===== config.mk =====
export PLATFORM = sky130hd
export DESIGN_NAME = pcie_rd_req_splitter_flat
export DESIGN_NICKNAME = d
export VERILOG_FILES = /design/src/rtl/pcie_rd_req_splitter_if.sv /design/src/rtl/pcie_rd_req_splitter.sv /design/src/flat_wrapper.sv
export SDC_FILE = /design/constraint.sdc
export NUM_CORES = 1
export LEC_CHECK = 0
export ABC_AREA = 1
export BUFFER_PORTS_ARGS = -buffer_cell sky130_fd_sc_hd__buf_2
export CORE_UTILIZATION = 46
export CTS_BUF_LIST = sky130_fd_sc_hd__clkbuf_4
export DETAILED_ROUTE_END_ITERATION = 10
export GPL_TIMING_DRIVEN = 0
export MAX_ROUTING_LAYER = met4
export PLACE_DENSITY = 0.65
export SYNTH_ARGS = -nofsm -noshare
export SYNTH_HDL_FRONTEND = slang
export SYNTH_SLANG_ARGS = --single-unit

===== constraint.sdc =====
create_clock -name clk -period 12.8 [get_ports clk]
set_input_delay 3.84 -clock clk [delete_from_list [all_inputs] [get_ports clk]]
set_output_delay 3.84 -clock clk [all_outputs]
set_load 0.005 [all_outputs]

===== src/rtl/pcie_rd_req_splitter_if.sv =====
// Bundle of the three handshake channels around the read-request splitter.
//  s_desc_* : DMA read descriptors in (valid/ready)
//  m_tcq_*  : chunk requests out to the PCIe requester, plus chunk completions back
//  m_done_* : in-order descriptor completion reports out
// modport slave  = splitter view, modport master = descriptor source / requester / done sink view.
interface pcie_rd_req_splitter_if #(
  parameter int LOCAL_ADDR_WIDTH  = 17,
  parameter int REMOTE_ADDR_WIDTH = 32,
  parameter int REQUEST_LEN_BITS  = 9,
  parameter int DESC_LEN_BITS     = 20,
  parameter int MEM_TAG           = 4,
  parameter int DATA_BITS         = 4,
  parameter int ID_WIDTH          = 8
);
  logic                                    s_desc_valid;
  logic                                    s_desc_ready;
  logic [LOCAL_ADDR_WIDTH-DATA_BITS-1:0]   s_desc_laddr;
  logic [REMOTE_ADDR_WIDTH-DATA_BITS-1:0]  s_desc_raddr;
  logic [DESC_LEN_BITS-DATA_BITS-1:0]      s_desc_len;
  logic [ID_WIDTH-1:0]                     s_desc_id;

  logic                                    m_tcq_valid;
  logic                                    m_tcq_ready;
  logic [LOCAL_ADDR_WIDTH-DATA_BITS-1:0]   m_tcq_laddr;
  logic [REMOTE_ADDR_WIDTH-DATA_BITS-1:0]  m_tcq_raddr;
  logic [REQUEST_LEN_BITS-DATA_BITS-1:0]   m_tcq_length;
  logic [MEM_TAG-1:0]                      m_tcq_tag;
  logic                                    m_tcq_cvalid;
  logic                                    m_tcq_cready;
  logic [MEM_TAG-1:0]                      m_tcq_ctag;

  logic                                    m_done_valid;
  logic                                    m_done_ready;
  logic [ID_WIDTH-1:0]                     m_done_id;

  modport slave (
    input  s_desc_valid, s_desc_laddr, s_desc_raddr, s_desc_len, s_desc_id,
    output s_desc_ready,
    output m_tcq_valid, m_tcq_laddr, m_tcq_raddr, m_tcq_length, m_tcq_tag, m_tcq_cready,
    input  m_tcq_ready, m_tcq_cvalid, m_tcq_ctag,
    output m_done_valid, m_done_id,
    input  m_done_ready
  );

  modport master (
    output s_desc_valid, s_desc_laddr, s_desc_raddr, s_desc_len, s_desc_id,
    input  s_desc_ready,
    input  m_tcq_valid, m_tcq_laddr, m_tcq_raddr, m_tcq_length, m_tcq_tag, m_tcq_cready,
    output m_tcq_ready, m_tcq_cvalid, m_tcq_ctag,
    input  m_done_valid, m_done_id,
    output m_done_ready
  );
endinterface


===== src/rtl/pcie_rd_req_splitter.sv =====
// Splits DMA read descriptors into MemRd chunks for the PCIe read requester.
// Chunk size is the minimum of the words left, the MRRS, the requester length cap and the
// distance to the next 4KB remote boundary. Each chunk takes the lowest free tag; tags are
// returned by completions, and each descriptor (held in a slot ring) is reported done in order.
// Ports:
//  clk, rst               clock, synchronous active-high reset
//  cfg_max_read_req_i     MRRS code 0=128B..5=4096B (6,7 behave as 5)
//  bus                    splitter side of pcie_rd_req_splitter_if (desc in, chunks out, cpl in, done out)
//  stat_busy_tags_o       number of outstanding tags
//  stat_spurious_o        completions seen on a non-busy tag (wraps)
module pcie_rd_req_splitter #(
  parameter int LOCAL_ADDR_WIDTH  = 17,
  parameter int REMOTE_ADDR_WIDTH = 32,
  parameter int REQUEST_LEN_BITS  = 9,
  parameter int DESC_LEN_BITS     = 20,
  parameter int MEM_TAG           = 4,
  parameter int DATA_BITS         = 4,
  parameter int SLOT_BITS         = 2,
  parameter int ID_WIDTH          = 8
) (
  input  logic                clk,
  input  logic                rst,
  input  logic [2:0]          cfg_max_read_req_i,
  pcie_rd_req_splitter_if.slave bus,
  output logic [MEM_TAG:0]    stat_busy_tags_o,
  output logic [15:0]         stat_spurious_o
);
  localparam int LW    = LOCAL_ADDR_WIDTH - DATA_BITS;
  localparam int RW    = REMOTE_ADDR_WIDTH - DATA_BITS;
  localparam int NW    = DESC_LEN_BITS - DATA_BITS + 1;  // words-left counter, holds len+1
  localparam int CW    = REQUEST_LEN_BITS - DATA_BITS;
  localparam int BW    = 12 - DATA_BITS;                 // word-offset bits inside a 4KB page
  localparam int NTAG  = 1 << MEM_TAG;
  localparam int NSLOT = 1 << SLOT_BITS;

  localparam logic [NW-1:0]      LIM_CAP = NW'(2**CW);
  localparam logic [NW-1:0]      PAGE_W  = NW'(2**BW);
  localparam logic [MEM_TAG:0]   CNT_ONE = (MEM_TAG+1)'(1);
  localparam logic [SLOT_BITS-1:0] PTR_ONE = SLOT_BITS'(1);

  localparam logic [0:0] ST_IDLE  = 1'b0;
  localparam logic [0:0] ST_SPLIT = 1'b1;

  logic [0:0]                        fsm_q, fsm_d;
  logic [LW-1:0]                     laddr_q, laddr_d;
  logic [RW-1:0]                     raddr_q, raddr_d;
  logic [NW-1:0]                     left_q, left_d;

  logic                              tcq_valid_q, tcq_valid_d;
  logic [LW-1:0]                     tcq_laddr_q, tcq_laddr_d;
  logic [RW-1:0]                     tcq_raddr_q, tcq_raddr_d;
  logic [CW-1:0]                     tcq_len_q, tcq_len_d;
  logic [MEM_TAG-1:0]                tcq_tag_q, tcq_tag_d;

  logic [NTAG-1:0]                   busy_q, busy_d;
  logic [NTAG-1:0][SLOT_BITS-1:0]    tag_slot_q, tag_slot_d;
  logic [MEM_TAG:0]                  busy_cnt_q, busy_cnt_d;

  logic [NSLOT-1:0]                  slot_used_q, slot_used_d;
  logic [NSLOT-1:0]                  slot_issued_q, slot_issued_d;
  logic [NSLOT-1:0][MEM_TAG:0]       slot_cnt_q, slot_cnt_d;
  logic [NSLOT-1:0][ID_WIDTH-1:0]    slot_id_q, slot_id_d;
  logic [SLOT_BITS-1:0]              head_q, head_d, tail_q, tail_d;

  logic                              done_valid_q, done_valid_d;
  logic [15:0]                       spur_q, spur_d;

  logic                              desc_ready, desc_fire, done_fire, issue, cpl_ok;
  logic                              tag_avail;
  logic [MEM_TAG-1:0]                free_tag;
  logic [SLOT_BITS-1:0]              cpl_slot;
  logic [2:0]                        mrrs_code;
  logic [NW-1:0]                     lim_mrrs, lim_bnd, n;

  always_comb begin
    // lowest-index free tag, from the registered bitmap so a freed tag waits one cycle
    tag_avail = 1'b0;
    free_tag  = '0;
    for (int t = NTAG-1; t >= 0; t--) begin
      if (!busy_q[t]) begin
        tag_avail = 1'b1;
        free_tag  = MEM_TAG'(t);
      end
    end

    mrrs_code = (cfg_max_read_req_i > 3'd5) ? 3'd5 : cfg_max_read_req_i;
    lim_mrrs  = NW'((32'd128 << mrrs_code) >> DATA_BITS);
    lim_bnd   = PAGE_W - NW'(raddr_q[BW-1:0]);
    n = left_q;
    if (lim_mrrs < n) n = lim_mrrs;
    if (LIM_CAP  < n) n = LIM_CAP;
    if (lim_bnd  < n) n = lim_bnd;

    desc_ready = (fsm_q == ST_IDLE) && !slot_used_q[tail_q];
    desc_fire  = bus.s_desc_valid && desc_ready;
    done_fire  = done_valid_q && bus.m_done_ready;
    issue      = (fsm_q == ST_SPLIT) && tag_avail && (!tcq_valid_q || bus.m_tcq_ready);
    cpl_ok     = bus.m_tcq_cvalid && busy_q[bus.m_tcq_ctag];
    cpl_slot   = tag_slot_q[bus.m_tcq_ctag];

    fsm_d         = fsm_q;
    laddr_d       = laddr_q;
    raddr_d       = raddr_q;
    left_d        = left_q;
    tcq_valid_d   = tcq_valid_q;
    tcq_laddr_d   = tcq_laddr_q;
    tcq_raddr_d   = tcq_raddr_q;
    tcq_len_d     = tcq_len_q;
    tcq_tag_d     = tcq_tag_q;
    busy_d        = busy_q;
    tag_slot_d    = tag_slot_q;
    busy_cnt_d    = busy_cnt_q;
    slot_used_d   = slot_used_q;
    slot_issued_d = slot_issued_q;
    slot_cnt_d    = slot_cnt_q;
    slot_id_d     = slot_id_q;
    head_d        = head_q;
    tail_d        = tail_q;
    spur_d        = spur_q;

    if (desc_fire) begin
      fsm_d                 = ST_SPLIT;
      laddr_d               = bus.s_desc_laddr;
      raddr_d               = bus.s_desc_raddr;
      left_d                = {1'b0, bus.s_desc_len} + NW'(1);
      slot_used_d[tail_q]   = 1'b1;
      slot_issued_d[tail_q] = 1'b0;
      slot_id_d[tail_q]     = bus.s_desc_id;
    end

    if (issue) begin
      tcq_valid_d          = 1'b1;
      tcq_laddr_d          = laddr_q;
      tcq_raddr_d          = raddr_q;
      tcq_len_d            = CW'(n - NW'(1));
      tcq_tag_d            = free_tag;
      busy_d[free_tag]     = 1'b1;
      tag_slot_d[free_tag] = tail_q;
      laddr_d              = laddr_q + LW'(n);
      raddr_d              = raddr_q + RW'(n);
      left_d               = left_q - n;
      if (left_q == n) begin
        slot_issued_d[tail_q] = 1'b1;
        tail_d                = tail_q + PTR_ONE;
        fsm_d                 = ST_IDLE;
      end
    end else if (bus.m_tcq_ready) begin
      tcq_valid_d = 1'b0;
    end

    // the completing tag is busy and the issued tag was free, so they never collide
    if (cpl_ok)                 busy_d[bus.m_tcq_ctag] = 1'b0;
    else if (bus.m_tcq_cvalid)  spur_d = spur_q + 16'd1;

    for (int s = 0; s < NSLOT; s++) begin
      if (issue  && tail_q   == SLOT_BITS'(s)) slot_cnt_d[s] = slot_cnt_d[s] + CNT_ONE;
      if (cpl_ok && cpl_slot == SLOT_BITS'(s)) slot_cnt_d[s] = slot_cnt_d[s] - CNT_ONE;
    end
    if (issue)  busy_cnt_d = busy_cnt_d + CNT_ONE;
    if (cpl_ok) busy_cnt_d = busy_cnt_d - CNT_ONE;

    if (done_fire) begin
      slot_used_d[head_q]   = 1'b0;
      slot_issued_d[head_q] = 1'b0;
      head_d                = head_q + PTR_ONE;
    end

    // evaluated on next-state values so a just-retired slot never re-reports
    done_valid_d = slot_issued_d[head_d] && (slot_cnt_d[head_d] == '0);
  end

  always_ff @(posedge clk) begin
    if (rst) begin
      fsm_q         <= ST_IDLE;
      laddr_q       <= '0;
      raddr_q       <= '0;
      left_q        <= '0;
      tcq_valid_q   <= 1'b0;
      tcq_laddr_q   <= '0;
      tcq_raddr_q   <= '0;
      tcq_len_q     <= '0;
      tcq_tag_q     <= '0;
      busy_q        <= '0;
      tag_slot_q    <= '0;
      busy_cnt_q    <= '0;
      slot_used_q   <= '0;
      slot_issued_q <= '0;
      slot_cnt_q    <= '0;
      slot_id_q     <= '0;
      head_q        <= '0;
      tail_q        <= '0;
      done_valid_q  <= 1'b0;
      spur_q        <= '0;
    end else begin
      fsm_q         <= fsm_d;
      laddr_q       <= laddr_d;
      raddr_q       <= raddr_d;
      left_q        <= left_d;
      tcq_valid_q   <= tcq_valid_d;
      tcq_laddr_q   <= tcq_laddr_d;
      tcq_raddr_q   <= tcq_raddr_d;
      tcq_len_q     <= tcq_len_d;
      tcq_tag_q     <= tcq_tag_d;
      busy_q        <= busy_d;
      tag_slot_q    <= tag_slot_d;
      busy_cnt_q    <= busy_cnt_d;
      slot_used_q   <= slot_used_d;
      slot_issued_q <= slot_issued_d;
      slot_cnt_q    <= slot_cnt_d;
      slot_id_q     <= slot_id_d;
      head_q        <= head_d;
      tail_q        <= tail_d;
      done_valid_q  <= done_valid_d;
      spur_q        <= spur_d;
    end
  end

  assign bus.s_desc_ready  = desc_ready;
  assign bus.m_tcq_valid   = tcq_valid_q;
  assign bus.m_tcq_laddr   = tcq_laddr_q;
  assign bus.m_tcq_raddr   = tcq_raddr_q;
  assign bus.m_tcq_length  = tcq_len_q;
  assign bus.m_tcq_tag     = tcq_tag_q;
  assign bus.m_tcq_cready  = 1'b1;
  assign bus.m_done_valid  = done_valid_q;
  assign bus.m_done_id     = slot_id_q[head_q];
  assign stat_busy_tags_o  = busy_cnt_q;
  assign stat_spurious_o   = spur_q;
endmodule

===== src/flat_wrapper.sv =====
// flat-port wrapper written by rule: the top's interface ports become plain ports
module pcie_rd_req_splitter_flat 
#(
  parameter int LOCAL_ADDR_WIDTH  = 17,
  parameter int REMOTE_ADDR_WIDTH = 32,
  parameter int REQUEST_LEN_BITS  = 9,
  parameter int DESC_LEN_BITS     = 20,
  parameter int MEM_TAG           = 4,
  parameter int DATA_BITS         = 4,
  parameter int SLOT_BITS         = 2,
  parameter int ID_WIDTH          = 8
)
  (clk, rst, cfg_max_read_req_i, stat_busy_tags_o, stat_spurious_o, bus_s_desc_valid, bus_s_desc_laddr, bus_s_desc_raddr, bus_s_desc_len, bus_s_desc_id, bus_s_desc_ready, bus_m_tcq_valid, bus_m_tcq_laddr, bus_m_tcq_raddr, bus_m_tcq_length, bus_m_tcq_tag, bus_m_tcq_cready, bus_m_tcq_ready, bus_m_tcq_cvalid, bus_m_tcq_ctag, bus_m_done_valid, bus_m_done_id, bus_m_done_ready);
  pcie_rd_req_splitter_if #(.LOCAL_ADDR_WIDTH(LOCAL_ADDR_WIDTH), .REMOTE_ADDR_WIDTH(REMOTE_ADDR_WIDTH), .REQUEST_LEN_BITS(REQUEST_LEN_BITS), .DESC_LEN_BITS(DESC_LEN_BITS), .MEM_TAG(MEM_TAG), .DATA_BITS(DATA_BITS), .ID_WIDTH(ID_WIDTH)) bus_i ();
  input  logic clk;
  input  logic rst;
  input  logic [2:0] cfg_max_read_req_i;
  output logic [MEM_TAG:0] stat_busy_tags_o;
  output logic [15:0] stat_spurious_o;
  input wire logic [$bits(bus_i.s_desc_valid)-1:0] bus_s_desc_valid;
  input wire logic [$bits(bus_i.s_desc_laddr)-1:0] bus_s_desc_laddr;
  input wire logic [$bits(bus_i.s_desc_raddr)-1:0] bus_s_desc_raddr;
  input wire logic [$bits(bus_i.s_desc_len)-1:0] bus_s_desc_len;
  input wire logic [$bits(bus_i.s_desc_id)-1:0] bus_s_desc_id;
  output wire logic [$bits(bus_i.s_desc_ready)-1:0] bus_s_desc_ready;
  output wire logic [$bits(bus_i.m_tcq_valid)-1:0] bus_m_tcq_valid;
  output wire logic [$bits(bus_i.m_tcq_laddr)-1:0] bus_m_tcq_laddr;
  output wire logic [$bits(bus_i.m_tcq_raddr)-1:0] bus_m_tcq_raddr;
  output wire logic [$bits(bus_i.m_tcq_length)-1:0] bus_m_tcq_length;
  output wire logic [$bits(bus_i.m_tcq_tag)-1:0] bus_m_tcq_tag;
  output wire logic [$bits(bus_i.m_tcq_cready)-1:0] bus_m_tcq_cready;
  input wire logic [$bits(bus_i.m_tcq_ready)-1:0] bus_m_tcq_ready;
  input wire logic [$bits(bus_i.m_tcq_cvalid)-1:0] bus_m_tcq_cvalid;
  input wire logic [$bits(bus_i.m_tcq_ctag)-1:0] bus_m_tcq_ctag;
  output wire logic [$bits(bus_i.m_done_valid)-1:0] bus_m_done_valid;
  output wire logic [$bits(bus_i.m_done_id)-1:0] bus_m_done_id;
  input wire logic [$bits(bus_i.m_done_ready)-1:0] bus_m_done_ready;
  assign bus_i.s_desc_valid = bus_s_desc_valid;
  assign bus_i.s_desc_laddr = bus_s_desc_laddr;
  assign bus_i.s_desc_raddr = bus_s_desc_raddr;
  assign bus_i.s_desc_len = bus_s_desc_len;
  assign bus_i.s_desc_id = bus_s_desc_id;
  assign bus_s_desc_ready = bus_i.s_desc_ready;
  assign bus_m_tcq_valid = bus_i.m_tcq_valid;
  assign bus_m_tcq_laddr = bus_i.m_tcq_laddr;
  assign bus_m_tcq_raddr = bus_i.m_tcq_raddr;
  assign bus_m_tcq_length = bus_i.m_tcq_length;
  assign bus_m_tcq_tag = bus_i.m_tcq_tag;
  assign bus_m_tcq_cready = bus_i.m_tcq_cready;
  assign bus_i.m_tcq_ready = bus_m_tcq_ready;
  assign bus_i.m_tcq_cvalid = bus_m_tcq_cvalid;
  assign bus_i.m_tcq_ctag = bus_m_tcq_ctag;
  assign bus_m_done_valid = bus_i.m_done_valid;
  assign bus_m_done_id = bus_i.m_done_id;
  assign bus_i.m_done_ready = bus_m_done_ready;
  pcie_rd_req_splitter #(.LOCAL_ADDR_WIDTH(LOCAL_ADDR_WIDTH), .REMOTE_ADDR_WIDTH(REMOTE_ADDR_WIDTH), .REQUEST_LEN_BITS(REQUEST_LEN_BITS), .DESC_LEN_BITS(DESC_LEN_BITS), .MEM_TAG(MEM_TAG), .DATA_BITS(DATA_BITS), .SLOT_BITS(SLOT_BITS), .ID_WIDTH(ID_WIDTH)) u_core (.clk(clk), .rst(rst), .cfg_max_read_req_i(cfg_max_read_req_i), .bus(bus_i), .stat_busy_tags_o(stat_busy_tags_o), .stat_spurious_o(stat_spurious_o));
endmodule

==> metrics.txt, run 1 <==
# TYPE chip_impl_metric gauge
chip_impl_metric{name="synthCells",unit=""} 2064
chip_impl_info{name="critical_path.reg2reg.startpoint",value="u_core.left_q[4]$_SDFFE_PP0P_"} 1
chip_impl_metric{name="tightestPinTransition",unit="ns"} 0.973
chip_impl_metric{name="grt_start_max_net_pins",unit=""} 12
chip_impl_metric{name="routedWlPerCell",unit="um"} 17.8
chip_impl_metric{name="share_comb_of_total_power",unit="%"} 38.0
chip_impl_metric{name="dp_cells",unit=""} 2639
chip_impl_metric{name="switching_power",unit="mW"} 1.07
chip_impl_metric{name="finalHoldViolations",unit=""} 0
chip_impl_info{name="grt_setup_unrepaired",value="no"} 1
chip_impl_metric{name="num-fill-cells",unit=""} 3108
chip_impl_metric{name="area_growth",unit="%"} 16.0
chip_impl_info{name="crit_type",value="in -> reg"} 1
chip_impl_metric{name="numClockSinks",unit=""} 244
chip_impl_metric{name="synth_simple_gate_area_share",unit="%"} 23.7
chip_impl_info{name="yosysTopAreaCell",value="sky130_fd_sc_hd__dfxtp_1"} 1
chip_impl_info{name="holdCritStartpoint",value="u_core.tag_slot_q[12]$_SDFFE_PP0P_"} 1
chip_impl_metric{name="detail_route.vias_per_cell",unit=""} 5.44
chip_impl_metric{name="power.share.sequential",unit="%"} 32.6
chip_impl_info{name="crit_slowest_cell",value="sky130_fd_sc_hd__a2111oi_4"} 1
chip_impl_metric{name="postCtsHoldBufs",unit=""} 0
chip_impl_metric{name="cts_made_buffers",unit=""} 72
chip_impl_metric{name="track_usage",unit="%"} 31.7
chip_impl_metric{name="holdPathStages",unit=""} 2
chip_impl_metric{name="slew_headroom",unit="%"} 35.1
chip_impl_metric{name="synth.distinct_cells",unit=""} 59
chip_impl_metric{name="std_cell_rows",unit=""} 64
chip_impl_metric{name="cts_setup_buffers",unit=""} 0
chip_impl_metric{name="clk_pin_slew",unit="ns"} 0.06
chip_impl_metric{name="initialDrtViolationCount",unit=""} 1190
chip_impl_info{name="run_status",value="completed"} 1
chip_impl_info{name="critPathLaunchType",value="primary input"} 1
chip_impl_metric{name="multiplexer_area_fraction_after_synthesis",unit="%"} 0.279
chip_impl_metric{name="drc",unit=""} 0
chip_impl_metric{name="num-nets-final",unit=""} 2479
chip_impl_metric{name="synth.cell_area",unit="um^2"} 14300
chip_impl_metric{name="synth_top_area_share",unit="%"} 34.1
chip_impl_metric{name="number_of_buffers_and_inverters_on_the_critical_path",unit=""} 4
chip_impl_metric{name="power.density",unit="nW/um^2"} 159
chip_impl_metric{name="grt_antenna_before_repair",unit=""} 3
chip_impl_metric{name="drt_wl_total",unit="um"} 49400
chip_impl_metric{name="io_pins",unit=""} 161
chip_impl_metric{name="die_w",unit="um"} 179
chip_impl_metric{name="post-route-min-period",unit="ns"} 9.33
chip_impl_metric{name="gpl.final_weighted_congestion",unit=""} 0.930
chip_impl_info{name="yosys-top-cells-area",value="sky130_fd_sc_hd__dfxtp_1, sky130_fd_sc_hd__nand2_1, sky130_fd_sc_hd__a21oi_1"} 1
chip_impl_metric{name="ys_async_rst_share",unit="%"} 0
chip_impl_metric{name="worst_ep_required_time",unit="ns"} 13.39
chip_impl_metric{name="static-leakage-power",unit="nW"} 7.38
chip_impl_metric{name="via_count_of_the_first_global_routing_pass",unit=""} 14000
chip_impl_info{name="critical_path.top_delay_family",value="simple AND/OR/NAND/NOR gates"} 1
chip_impl_metric{name="dpl.hpwl",unit="um"} 36800
chip_impl_metric{name="number_of_nets_with_antenna_violations_after_routing",unit=""} 0
chip_impl_info{name="worst_r2r_endpoint",value="u_core.raddr_q[24]$_SDFFE_PP0P_"} 1
chip_impl_metric{name="synth_xor_area_share",unit="%"} 3.90
chip_impl_metric{name="total_number_of_vias",unit=""} 15000
chip_impl_metric{name="timing.final.max_slew_violations",unit=""} 0
chip_impl_metric{name="fin_setup_tns",unit="ns"} 0
chip_impl_metric{name="placement.io_buffers",unit=""} 158
chip_impl_metric{name="fin_cells",unit=""} 2767
chip_impl_metric{name="drt_first_pass_iters",unit=""} 7
chip_impl_metric{name="drv.max_cap_violation_count",unit=""} 0
chip_impl_metric{name="initial_core_utilization",unit="%"} 46.8
chip_impl_metric{name="area_inside_the_core_boundary",unit="um^2"} 30700
chip_impl_info{name="ys_dominant_reg_cell",value="sky130_fd_sc_hd__dfxtp_1"} 1
chip_impl_metric{name="ir_worst_vdd",unit="mV"} 0.0836
chip_impl_metric{name="worst_clock_skew",unit="ns"} 0.0570
chip_impl_metric{name="max-clock-path-buffers",unit=""} 3
chip_impl_metric{name="clk_latency",unit="ns"} 0.71
chip_impl_metric{name="setup_viol",unit=""} 0
chip_impl_metric{name="avgSynthCellArea",unit="um^2"} 6.95
chip_impl_metric{name="arrival_time_worst_endpoint",unit="ns"} 9.92
chip_impl_info{name="timing.hold.worst_endpoint",value="u_core.tag_slot_q[12]$_SDFFE_PP0P_"} 1
chip_impl_metric{name="grt_overflow",unit=""} 0
chip_impl_metric{name="worst-r2r-cell-count",unit=""} 43
chip_impl_metric{name="critical_path_peak_fanout",unit=""} 10
chip_impl_metric{name="portion_of_total_power_attributed_to_the_clock_network",unit="%"} 29.4
chip_impl_metric{name="synth_enable_flop_cells",unit=""} 0
chip_impl_metric{name="cts_max_level",unit=""} 3
chip_impl_info{name="combinational_family_with_the_most_area_after_synthesis",value="simple AND/OR/NAND/NOR gates"} 1
chip_impl_metric{name="slowest_delay",unit="ns"} 0.41
chip_impl_info{name="crit_path_end_kind",value="flip-flop"} 1
chip_impl_metric{name="synth_adder_area_share",unit="%"} 7.48
chip_impl_metric{name="power.internal",unit="mW"} 1.57
chip_impl_metric{name="final_min_period_over_clock_period",unit="%"} 72.9
chip_impl_metric{name="power.share.switching",unit="%"} 40.5
chip_impl_info{name="worst_path_most_repeated_cell",value="sky130_fd_sc_hd__nand2_1"} 1
chip_impl_metric{name="layout-drive-gt1-share",unit="%"} 14.5
chip_impl_metric{name="cts_resized",unit=""} 0
chip_impl_metric{name="yosys_warnings",unit=""} 0
chip_impl_metric{name="height_of_the_die",unit="um"} 179
chip_impl_metric{name="r2r_setup_slack",unit="ns"} 6.50
chip_impl_metric{name="yosysSeqAreaShare",unit="%"} 34.1
chip_impl_metric{name="grt_first_pass_wirelength",unit="um"} 74900
chip_impl_metric{name="synth_compound_area_share",unit="%"} 21.7
chip_impl_metric{name="die_area",unit="um^2"} 31900
chip_impl_info{name="tritoncts_clock_tree",value="yes"} 1
chip_impl_metric{name="timing.fmax",unit="MHz"} 107
chip_impl_info{name="worst_hold_path_type",value="reg -> reg"} 1
chip_impl_metric{name="flip_flop_and_latch_count_after_synthesis",unit=""} 244
chip_impl_info{name="cts.root.buffer_cell",value="sky130_fd_sc_hd__clkbuf_4"} 1
[cell families after synthesis]
group	count (synthesis)
AO/OA/AOI/OAI	565
XOR/XNOR	63
multiplexers	4
adder cells (fa/ha/maj)	84
other	2
buffers and inverters	321
flip-flops	244
AND/OR/NAND/NOR	781
[metrics by stage]
step / instance area [um^2] / util, % / hold WS [ns] / power, mW / setup slack (ns)
detailed placement: 15700 / 51.2 / 0.441 / 1.86 / 2.86
global route: 16600 / 54.2 / 0.472 / 2.82 / 2.92
CTS: 16600 / 54.2 / 0.449 / 2.63 / 3.54
floorplan: 14400 / - / 0.424 / 1.58 / 4.05
global placement: 15700 / 51.2 / 0.436 / 1.85 / 2.93
finish: 16600 / 54.2 / 0.446 / 2.65 / 3.47
[Yosys cell counts (all sizes together) (2+ instances only)]
library cell,number
nand2,400
o2111ai,2
a22oi,4
o221ai,3
nor3,28
clkbuf,45
a41oi,2
nor4,4
o21a,12
xnor2,24
a21oi,229
a21boi,2
o21bai,9
o22ai,21
nand3,87
buf,31
o21ai,220
a211oi,17
nor2,218
mux2i,4
nor3b,4
clkinv,4
a221oi,7
o211ai,7
fa,3
dfxtp,244
ha,81
xor2,39
or2,7
nand3b,5
a31oi,22
o31ai,3
inv,241
nand4,27
conb,2
[power by group through the flow]
| stage | logic [mW] | registers, mW | clock network [mW] |
|---|---|---|---|
| 2_1_floorplan | 0.723 | 0.858 | 0 |
| 6_report | 1.01 | 0.862 | 0.777 |
| 5_1_grt | 1.13 | 0.866 | 0.825 |
| 3_5_place_dp | 0.981 | 0.876 | 0 |
| 3_3_place_gp | 0.972 | 0.875 | 0 |
| 4_1_cts | 0.988 | 0.860 | 0.785 |
[area by class of cell]
class	count	area, um^2	area share, %
buffer	76	339	2.04
antenna	3	7.51	0.0451
tap	396	495	2.98
multi-input combinational	1520	8280	49.8
inverter	245	920	5.53
timing repair buffer	158	791	4.75
sequential	244	4880	29.4
clock inverter	28	194	1.17
clock buffer	97	728	4.38
[registers in the layout, summed over array words and instances (netlist names), 5 cells and up]
name                     flops
u_core.tag_slot_q           32
u_core.slot_cnt_q           20
u_core.raddr_q              28
u_core.laddr_q              13
u_core.stat_busy_tags_o      5
u_core.bus.m_tcq_laddr      13
u_core.bus.m_tcq_raddr      28
u_core.slot_id_q            32
u_core.bus.m_tcq_length      5
u_core.stat_spurious_o      16
u_core.left_q               17
u_core.busy_q               16
[tightest hold or removal path, delay by kind of cell (launching register included)]
| family | cells | cell delay (ns) |
|---|---|---|
| buffers and inverters | 1 | 0.05 |
| DFF | 1 | 0.31 |
| AOI/OAI and AO/OA | 1 | 0.05 |
[cells in the final DEF, fill, tap and decap left out, types with 5 or more instances in the layout]
cell / synthesis / final
sky130_fd_sc_hd__buf_6: 5 / 5
sky130_fd_sc_hd__nand2_1: 382 / 382
sky130_fd_sc_hd__nand2_2: 15 / 15
sky130_fd_sc_hd__clkinv_1: 4 / 22
sky130_fd_sc_hd__clkinv_2: 0 / 5
sky130_fd_sc_hd__a211oi_1: 17 / 17
sky130_fd_sc_hd__inv_2: 12 / 13
sky130_fd_sc_hd__xor2_1: 39 / 39
sky130_fd_sc_hd__nand4_1: 25 / 25
sky130_fd_sc_hd__buf_2: 7 / 165
sky130_fd_sc_hd__a221oi_1: 7 / 7
sky130_fd_sc_hd__nor2_2: 9 / 9
sky130_fd_sc_hd__or2_2: 6 / 6
sky130_fd_sc_hd__conb_1: 2 / 23
sky130_fd_sc_hd__dfxtp_1: 244 / 244
sky130_fd_sc_hd__o21bai_1: 9 / 9
sky130_fd_sc_hd__o21a_1: 12 / 12
sky130_fd_sc_hd__nor2_1: 202 / 202
sky130_fd_sc_hd__o21ai_0: 205 / 205
sky130_fd_sc_hd__ha_1: 81 / 81
sky130_fd_sc_hd__clkbuf_1: 45 / 45
sky130_fd_sc_hd__inv_1: 229 / 229
sky130_fd_sc_hd__nand3_1: 84 / 84
sky130_fd_sc_hd__o21ai_1: 14 / 14
sky130_fd_sc_hd__nor3_1: 28 / 28
sky130_fd_sc_hd__clkbuf_4: 0 / 97
sky130_fd_sc_hd__xnor2_1: 23 / 23
sky130_fd_sc_hd__a31oi_1: 22 / 22
sky130_fd_sc_hd__a21oi_1: 229 / 229
sky130_fd_sc_hd__buf_1: 17 / 17
sky130_fd_sc_hd__nor2_4: 7 / 7
sky130_fd_sc_hd__o22ai_1: 20 / 20
sky130_fd_sc_hd__o211ai_1: 7 / 7
[worst max-delay path by stage]
stage | start | to | slack [ns] | depth (start not counted)
after floorplan | cfg_max_read_req_i[0] | u_core.raddr_q[22]$_SDFFE_PP0P_ | 4.05 | 42
after global routing | cfg_max_read_req_i[0] | u_core.raddr_q[24]$_SDFFE_PP0P_ | 2.92 | 47
after CTS | cfg_max_read_req_i[0] | u_core.raddr_q[24]$_SDFFE_PP0P_ | 3.54 | 47
after detailed placement | cfg_max_read_req_i[0] | u_core.raddr_q[20]$_SDFFE_PP0P_ | 2.86 | 43
after global placement | cfg_max_read_req_i[0] | u_core.raddr_q[26]$_SDFFE_PP0P_ | 2.93 | 45
final | cfg_max_read_req_i[1] | u_core.raddr_q[24]$_SDFFE_PP0P_ | 3.47 | 46
[metal layers]
metal / up-vias / share of wire [%] / global-route usage, %
met5: - / 0 / -
met2: 598 / 44 / 48.1
met3: 111 / 9.1 / 7.16
met1: 6901 / 44 / 41.5
met4: 0 / 2.7 / 10.2
li1: 7438 / - / -
Note: power is estimated with default switching activity, not from simulation.
==> run 2, diff against run 1 <==
--- a/config.mk
+++ b/config.mk
@@ -12,7 +12,7 @@
 export DETAILED_ROUTE_END_ITERATION = 10
 export GPL_TIMING_DRIVEN = 0
 export MAX_ROUTING_LAYER = met4
-export PLACE_DENSITY = 0.65
+export PLACE_DENSITY = 0.68
 export SYNTH_ARGS = -nofsm -noshare
 export SYNTH_HDL_FRONTEND = slang
 export SYNTH_SLANG_ARGS = --single-unit
==> constraint.sdc (replaced) <==
create_clock -name clk -period 7.7 [get_ports clk]
set_input_delay 2.31 -clock clk [delete_from_list [all_inputs] [get_ports clk]]
set_output_delay 2.31 -clock clk [all_outputs]
set_load 0.005 [all_outputs]
==> metrics.txt, run 2 (synthesis gave the netlist of run 1 again) <==
# TYPE chip_impl_metric gauge
chip_impl_metric{name="die_w",unit="um"} 179
chip_impl_metric{name="postCtsHoldBufs",unit=""} 0
chip_impl_metric{name="clk_pin_slew",unit="ns"} 0.06
chip_impl_info{name="crit_path_end_kind",value="flip-flop"} 1
chip_impl_metric{name="worst-r2r-cell-count",unit=""} 37
chip_impl_metric{name="arrival_time_worst_endpoint",unit="ns"} 7.94
chip_impl_metric{name="clk_latency",unit="ns"} 0.71
chip_impl_metric{name="grt_first_pass_wirelength",unit="um"} 74100
chip_impl_info{name="critical_path.reg2reg.startpoint",value="u_core.left_q[4]$_SDFFE_PP0P_"} 1
chip_impl_metric{name="layout-drive-gt1-share",unit="%"} 15.7
chip_impl_metric{name="final_min_period_over_clock_period",unit="%"} 95.3
chip_impl_metric{name="r2r_setup_slack",unit="ns"} 1.88
chip_impl_metric{name="height_of_the_die",unit="um"} 179
chip_impl_info{name="layout_common_cells",value="sky130_fd_sc_hd__nand2_1, sky130_fd_sc_hd__dfxtp_1, sky130_fd_sc_hd__a21oi_1"} 1
chip_impl_metric{name="num-nets-final",unit=""} 2483
chip_impl_metric{name="slowest_delay",unit="ns"} 0.39
chip_impl_metric{name="cts_made_buffers",unit=""} 72
chip_impl_info{name="layout.cells.most_common",value="sky130_fd_sc_hd__nand2_1"} 1
chip_impl_metric{name="static-leakage-power",unit="nW"} 7.39
chip_impl_metric{name="detail_route.vias_per_cell",unit=""} 5.44
chip_impl_metric{name="post-route-min-period",unit="ns"} 7.34
chip_impl_metric{name="tightestPinTransition",unit="ns"} 0.969
chip_impl_metric{name="power.internal",unit="mW"} 2.57
chip_impl_metric{name="max-clock-path-buffers",unit=""} 3
chip_impl_metric{name="drv.max_cap_violation_count",unit=""} 0
chip_impl_metric{name="dpl.hpwl",unit="um"} 36500
chip_impl_metric{name="critical_path_peak_fanout",unit=""} 10
chip_impl_metric{name="grt_start_max_net_pins",unit=""} 12
chip_impl_metric{name="io_pins",unit=""} 161
chip_impl_metric{name="numClockSinks",unit=""} 244
chip_impl_info{name="largestRegisters",value="u_core.slot_id_q: 32 flops, u_core.tag_slot_q: 32 flops"} 1
chip_impl_metric{name="switching_power",unit="mW"} 1.79
chip_impl_info{name="worst_hold_path_type",value="reg -> reg"} 1
chip_impl_metric{name="gpl.final_weighted_congestion",unit=""} 0.961
chip_impl_metric{name="timing.fmax",unit="MHz"} 136
chip_impl_metric{name="drt_first_pass_iters",unit=""} 5
chip_impl_metric{name="initial_core_utilization",unit="%"} 46.8
chip_impl_metric{name="area_growth",unit="%"} 16.5
chip_impl_metric{name="holdPathStages",unit=""} 2
chip_impl_metric{name="number_of_nets_with_antenna_violations_after_routing",unit=""} 0
chip_impl_metric{name="slew_headroom",unit="%"} 35.4
chip_impl_metric{name="initialDrtViolationCount",unit=""} 1169
chip_impl_metric{name="final_hold_slack",unit="ns"} 0.449
chip_impl_metric{name="post-route-cell-area",unit="um^2"} 16700
chip_impl_info{name="tritoncts_clock_tree",value="yes"} 1
chip_impl_metric{name="timing.final.max_slew_violations",unit=""} 0
chip_impl_metric{name="portion_of_total_power_attributed_to_the_clock_network",unit="%"} 27.5
chip_impl_metric{name="setup_viol",unit=""} 0
chip_impl_metric{name="preCtsSetupSlack",unit="ns"} -0.668
chip_impl_metric{name="placement.io_buffers",unit=""} 158
chip_impl_metric{name="drt_wl_total",unit="um"} 48500
chip_impl_metric{name="power.share.sequential",unit="%"} 32.9
chip_impl_metric{name="worst_clock_skew",unit="ns"} 0.0512
chip_impl_info{name="timing.hold.worst_endpoint",value="u_core.tag_slot_q[13]$_SDFFE_PP0P_"} 1
chip_impl_metric{name="total_number_of_vias",unit=""} 15000
chip_impl_metric{name="power.density",unit="nW/um^2"} 260
chip_impl_metric{name="area_inside_the_core_boundary",unit="um^2"} 30700
chip_impl_metric{name="grt_overflow",unit=""} 0
chip_impl_metric{name="fin_cells",unit=""} 2765
chip_impl_metric{name="fin_util",unit="%"} 54.5
chip_impl_metric{name="fin_setup_tns",unit="ns"} 0
chip_impl_metric{name="cts_max_level",unit=""} 3
chip_impl_info{name="holdCritStartpoint",value="u_core.tag_slot_q[13]$_SDFFE_PP0P_"} 1
chip_impl_metric{name="routedWlPerCell",unit="um"} 17.5
chip_impl_metric{name="ir_worst_vdd",unit="mV"} 0.111
chip_impl_info{name="cts.root.buffer_cell",value="sky130_fd_sc_hd__clkbuf_4"} 1
chip_impl_metric{name="drc",unit=""} 0
chip_impl_metric{name="finalHoldViolations",unit=""} 0
chip_impl_metric{name="dp_cells",unit=""} 2639
chip_impl_metric{name="std_cell_rows",unit=""} 64
chip_impl_metric{name="die_area",unit="um^2"} 31900
chip_impl_info{name="worst_r2r_endpoint",value="u_core.bus.m_done_valid$_SDFF_PP0_"} 1
chip_impl_metric{name="grt_antenna_before_repair",unit=""} 2
chip_impl_info{name="worst_path_most_repeated_cell",value="sky130_fd_sc_hd__nand2_1"} 1
chip_impl_metric{name="worst_ep_required_time",unit="ns"} 8.30
chip_impl_metric{name="fin_total_pwr",unit="mW"} 4.35
chip_impl_metric{name="setup_ws",unit="ns"} 0.365
chip_impl_metric{name="post_place_instance_area",unit="um^2"} 15700
chip_impl_metric{name="share_comb_of_total_power",unit="%"} 39.6
chip_impl_metric{name="power.share.switching",unit="%"} 41.0
chip_impl_metric{name="via_count_of_the_first_global_routing_pass",unit=""} 13900
chip_impl_info{name="crit_slowest_cell",value="sky130_fd_sc_hd__ha_1"} 1
chip_impl_info{name="critPathLaunchType",value="primary input"} 1
chip_impl_info{name="crit_type",value="in -> reg"} 1
chip_impl_metric{name="track_usage",unit="%"} 31.2
chip_impl_info{name="run_status",value="completed"} 1
## run 2: changes by cell type in the layout (fill, tap and decap cells not counted), moves of 4 or more
cell and delta:
sky130_fd_sc_hd__buf_4 +4, sky130_fd_sc_hd__clkinv_1 -8, sky130_fd_sc_hd__nor3_2 +5, sky130_fd_sc_hd__clkbuf_4 +4, sky130_fd_sc_hd__nor3_1 -5
## run 2: routing by layer
layer,GRT usage (%),wire length [um]
met1,39.8,20800
met2,47.8,21700
met3,6.63,4430
met4,12.6,1570
met5,-,0
## run 2: worst max-delay path: cells and delay by family
| kind | cells | cell delay (ns) |
|---|---|---|
| AND/OR/NAND/NOR | 20 | 2.57 |
| adder cells (fa/ha/maj) | 3 | 0.96 |
| buffers and inverters | 5 | 0.68 |
| AO/OA/AOI/OAI | 8 | 1.42 |
## run 2: cell type report
| cell class | instances | area, um^2 |
|---|---|---|
| timing repair buffer | 162 | 821 |
| tap | 396 | 495 |
| clock buffer | 101 | 758 |
| antenna | 2 | 5.00 |
| sequential | 244 | 4880 |
| clock inverter | 19 | 96.3 |
| fill | 3081 | 14000 |
| inverter | 245 | 920 |
| multi-input combinational | 1520 | 8390 |
| buffer | 76 | 339 |
## run 2: power groups by stage
stage | registers (mW) | logic (mW) | clock network, mW
2_1_floorplan | 1.43 | 1.20 | 0
3_3_place_gp | 1.45 | 1.61 | 0
3_5_place_dp | 1.45 | 1.63 | 0
4_1_cts | 1.43 | 1.64 | 1.21
5_1_grt | 1.44 | 1.92 | 1.29
6_report | 1.43 | 1.72 | 1.20
## run 2: how the worst max path moves through the flow
stage / start / to / slack (ns)
3_5_place_dp: cfg_max_read_req_i[0] / u_core.raddr_q[24]$_SDFFE_PP0P_ / -0.67
5_1_grt: cfg_max_read_req_i[1] / u_core.raddr_q[26]$_SDFFE_PP0P_ / -0.02
6_report: cfg_max_read_req_i[1] / u_core.bus.m_done_valid$_SDFF_PP0_ / 0.36
2_1_floorplan: cfg_max_read_req_i[0] / u_core.raddr_q[22]$_SDFFE_PP0P_ / 0.48
3_3_place_gp: cfg_max_read_req_i[0] / u_core.raddr_q[24]$_SDFFE_PP0P_ / -0.60
4_1_cts: cfg_max_read_req_i[0] / u_core.raddr_q[24]$_SDFFE_PP0P_ / 0.002
## run 2: timing repair
item,in CTS,in global routing
endpoints found under the setup margin,0,28
resized for setup,0,30
buffers inserted,0,4
